===== src/rtl/sigmoid_pwl_pipe.sv =====
// Sigmoid on a signed Q(DW-FW).FW activation: legacy hard step or shift-add piecewise-linear (PLAN), chosen per sample.
// Latency: 3 cycles from input transfer to sig_ready. Throughput: 1 sample/cycle.
// Backpressure: all stages hold while sig_ready & !out_ack, and in_ready is low in that case.
module sigmoid_pwl_pipe #(
    parameter int DW = 16,
    parameter int FW = 8
) (
    input  logic          clk,
    input  logic          reset,
    input  logic          done,
    input  logic [DW-1:0] sig_in,
    input  logic          mode,
    output logic          in_ready,
    output logic          sig_ready,
    output logic [DW-1:0] sig_out,
    input  logic          out_ack
);

    localparam logic [DW-1:0] ONE     = DW'(1) << FW;
    localparam logic [DW-1:0] HALF    = DW'(1) << (FW - 1);
    localparam logic [DW-1:0] C_625   = DW'(5) << (FW - 3);
    localparam logic [DW-1:0] C_84375 = DW'((27 << FW) >> 5);
    localparam logic [DW-1:0] BP_2375 = DW'(19) << (FW - 3);
    localparam logic [DW-1:0] BP_5    = DW'(5) << FW;
    localparam logic [DW-1:0] MAX_POS = {1'b0, {(DW-1){1'b1}}};
    localparam logic [DW-1:0] MIN_NEG = {1'b1, {(DW-1){1'b0}}};

    typedef struct packed {
        logic          vld;
        logic          neg;
        logic          pln;
        logic [DW-1:0] val;
    } stage_t;

    stage_t        s1;
    stage_t        s2;
    logic          en;
    logic [DW-1:0] abs_in;
    logic [DW-1:0] y;
    logic [DW-1:0] res;

    // Bubbles advance with the pipe, so one enable covers every stage.
    assign en       = !sig_ready || out_ack;
    assign in_ready = en;

    // The most-negative input has no positive counterpart; clamp its magnitude.
    always_comb begin
        abs_in = sig_in;
        if (sig_in[DW-1]) begin
            abs_in = (sig_in == MIN_NEG) ? MAX_POS : (~sig_in + DW'(1));
        end
    end

    always_comb begin
        y = ONE;
        if (s1.val < ONE) begin
            y = (s1.val >> 2) + HALF;
        end else if (s1.val < BP_2375) begin
            y = (s1.val >> 3) + C_625;
        end else if (s1.val < BP_5) begin
            y = (s1.val >> 5) + C_84375;
        end
    end

    // Bubbles drive zero so a stale value can never sit on sig_out.
    always_comb begin
        res = '0;
        if (s2.vld) begin
            if (s2.pln) begin
                res = s2.neg ? (ONE - s2.val) : s2.val;
            end else begin
                res = s2.neg ? '0 : ONE;
            end
        end
    end

    always_ff @(posedge clk or negedge reset) begin
        if (!reset) begin
            s1        <= '0;
            s2        <= '0;
            sig_ready <= 1'b0;
            sig_out   <= '0;
        end else if (en) begin
            s1        <= '{vld: done, neg: sig_in[DW-1], pln: mode, val: abs_in};
            s2        <= '{vld: s1.vld, neg: s1.neg, pln: s1.pln, val: y};
            sig_ready <= s2.vld;
            sig_out   <= res;
        end
    end

endmodule


===== config.mk =====
export PLATFORM = sky130hd
export DESIGN_NAME = sigmoid_pwl_pipe
export DESIGN_NICKNAME = d
export VERILOG_FILES = /design/src/rtl/sigmoid_pwl_pipe.sv
export SDC_FILE = /design/constraint.sdc
export NUM_CORES = 1
export LEC_CHECK = 0
export CAP_MARGIN = 5
export CELL_PAD_IN_SITES_DETAIL_PLACEMENT = 1
export CELL_PAD_IN_SITES_GLOBAL_PLACEMENT = 1
export CORE_MARGIN = 4
export CORE_UTILIZATION = 42
export DETAILED_ROUTE_END_ITERATION = 10
export PLACE_DENSITY_LB_ADDON = 0.15
export SYNTH_ARGS = -nofsm -noshare
export SYNTH_HDL_FRONTEND = slang
export SYNTH_SLANG_ARGS = --single-unit

===== constraint.sdc =====
create_clock -name clk -period 2.5 [get_ports clk]
set_input_delay 0.25 -clock clk [delete_from_list [all_inputs] [get_ports clk]]
set_output_delay 0.25 -clock clk [all_outputs]
set_load 0.01 [all_outputs]

==> metrics.csv <==
metric;value;unit
outcome;finished, final reports clean;
slowest_delay;0.48;ns
clk_latency;0.30;ns
row_count;30;
synthesis.nets;343;
diodes;0;
endpoint_kind;register;
synth_area_leader_cell;dfrtp_1;
drt-total-wl;7120;um
fp.dieArea;0.00848;mm^2
drive_above_1_share;0.0774;
fillers;807;
area_growth;19.6;%
required;2.70;ns
drt-initial-drc-count;126;
antenna_found_initial;0;
port_buffers;38;
die-width;92.1;um
yosysTopAreaCellShare;0.438;
yosysWarningCount;0;
fin_worst_skew;0.00403;ns
via_count;2519;
ant_nets;0;
ir_worst_vdd;0.000239;V
postCtsSetupRepairBufs;0;
drc_errors;0;
nNetsFinal;377;
rsz0062_at_grt;no;
crit_arrival;2.37;ns
first_pass_iters;4;
netlist_area;0.00297;mm^2
clk_path_buf_depth;2;
track_usage;0.175;
leakagePower;1.49;nW
h-tree-depth;2;
synthTopCellsByArea;dfrtp_1, nand2_1, ha_1;
fp.dieH;92.1;um
hold_viol;0;
dpl_worst_slack;0.251;ns
synth_ff_type;dfrtp_1;
cp.buffers_inverters;1;
yosysSeqAreaShare;0.438;
grt_first_pass_wirelength;12300;um
grt_overflow;0;
maxCapViolations;0;
grt_max_degree;44;
gp_congestion;0.818;
dp_hpwl;5360;um
worst_slew_pin_slew;0.589;ns
drv_slew;0;
start_util;0.435;
post-route-min-period;2.17;ns
synth.distinct_cells;60;
path_delay_family;compound AO/OA/AOI/OAI gates;
synth-seq-cells;52;
io_pins;39;
synth_edf_count;0;
ctsHoldBuffers;1;
power.total;0.00260;W
critPathLaunchType;register;
cts_made_buffers;5;
root_buffer;clkbuf_8;
hold_class;in -> async;
crit_path_cell_trace;inv_1, ha_1, a211oi_2, and2_0, a211oi_1, o32ai_1;
max_slew_margin;0.603;
clock_sinks;52;
async_reset_ff_frac;1.00;
fmax;461;MHz
syn_inst;314;
path_max_fanout;7;
setup_slack;0.330;ns
synth_area_per_cell;9.46;um^2
critPathKind;reg -> reg;
post-route-period-util;0.868;
setup_viol_count_final;0;
clk_pin_slew_worst_paths;0.09;ns
ctsResizeCount;0;
wl_per_cell;16.0;um
via_per_inst;5.66;
pwr_density_cell;733;mW/mm^2
cp_slowest_cell;dfrtp_1;
cts_tree;yes;
finalSetupTns;0;ns
coreArea;0.00683;mm^2
utilization;0.520;
grt_pass1_vias;2606;
## cells by family after synthesis
| kind of cell | count (synthesis) | share of synthesized area |
|---|---|---|
| muxes | 1 | 0.00379 |
| DFF | 52 | 0.438 |
| AOI/OAI and AO/OA | 98 | 0.247 |
| xor gates and xnor gates | 17 | 0.0501 |
| adders and majority gates | 8 | 0.0337 |
| and+or+nand+nor | 102 | 0.178 |
| buffers and inverters | 36 | 0.0489 |
## stage by stage
step	std cells	hold slack (ns)	instance area, um^2
floorplan	314	-0.0456	2970
global placement	436	0.271	3450
detailed placement	436	0.274	3450
CTS	445	0.463	3550
global route	445	0.494	3550
finish	445	0.455	3550
## registers in the layout, indices dropped and copies added (netlist names)
register	count
sig_out	16
s1	17
sig_ready	1
s2	18
## layout by cell type (no fill, tap or decap), types with 3 or more instances in the layout
cell type	Yosys	layout
a211oi_1	6	6
a21oi_1	4	4
a221oi_1	5	5
a22o_1	9	9
a22oi_1	5	5
a31oi_1	7	7
a32oi_1	4	4
and2_1	3	3
buf_4	0	7
clkbuf_8	0	5
clkdlybuf4s50_1	0	37
dfrtp_1	52	52
ha_1	8	8
inv_1	14	14
nand2_1	36	36
nand2b_1	4	4
nand3_1	10	10
nand4_1	3	3
nor2_1	18	18
o2111ai_1	3	3
o211ai_1	4	4
o21ai_0	19	19
o31ai_1	10	10
o41ai_1	4	4
or3_1	4	4
or4_1	3	3
xnor2_1	6	6
xor2_1	11	11
## cells in the mapped netlist, drive strengths merged, types with 7 or more instances
cell type and number:
a211oi 7, a22o 9, xor2 11, ha 8
nand2 36, o21ai 19, dfrtp 52, clkbuf 17
inv 15, a31oi 7, nand3 10, o31ai 10
nor2 19
## power breakdown
group | switching, W | internal (W)
combinational | 0.000558 | 0.000433
sequential | 0.000163 | 0.000971
clock | 0.000282 | 0.000196
total | 0.00100 | 0.00160
## metal layers
metal  global-route usage  vias up  wire length, um
li1                     -     1229                -
met1                0.211     1229             3170
met2                0.320       51             3600
met3               0.0263       10              255
met4               0.0507        0               86
met5                    0        -                0
## cell type report
| type | count | area [um^2] | share of cell area |
|---|---|---|---|
| repair buffers | 47 | 458 | 0.129 |
| clock inverters | 3 | 18.8 | 0.00528 |
| inverters | 16 | 60.1 | 0.0169 |
| clock buffers | 5 | 68.8 | 0.0194 |
| multi-input cells | 226 | 1530 | 0.429 |
| flip-flops and latches | 52 | 1300 | 0.366 |
| well taps | 96 | 120 | 0.0338 |
## path summary, 6_finish.rpt
path | from | end | slack [ns] | cells after the start
max in group asynchronous | reset | s2[5]$_DFFE_PN0P_ | 1.44 | 3
min | reset | sig_out[3]$_DFFE_PN0P_ | 0.45 | 2
min in group clk | done | s1[18]$_DFFE_PN0P_ | 0.47 | 3
min reg2reg | s1[18]$_DFFE_PN0P_ | s1[18]$_DFFE_PN0P_ | 0.48 | 2
max | s1[8]$_DFFE_PN0P_ | s2[1]$_DFFE_PN0P_ | 0.33 | 6
max reg2reg | s1[8]$_DFFE_PN0P_ | s2[1]$_DFFE_PN0P_ | 0.33 | 6
Power figures use the tool's default switching activity.
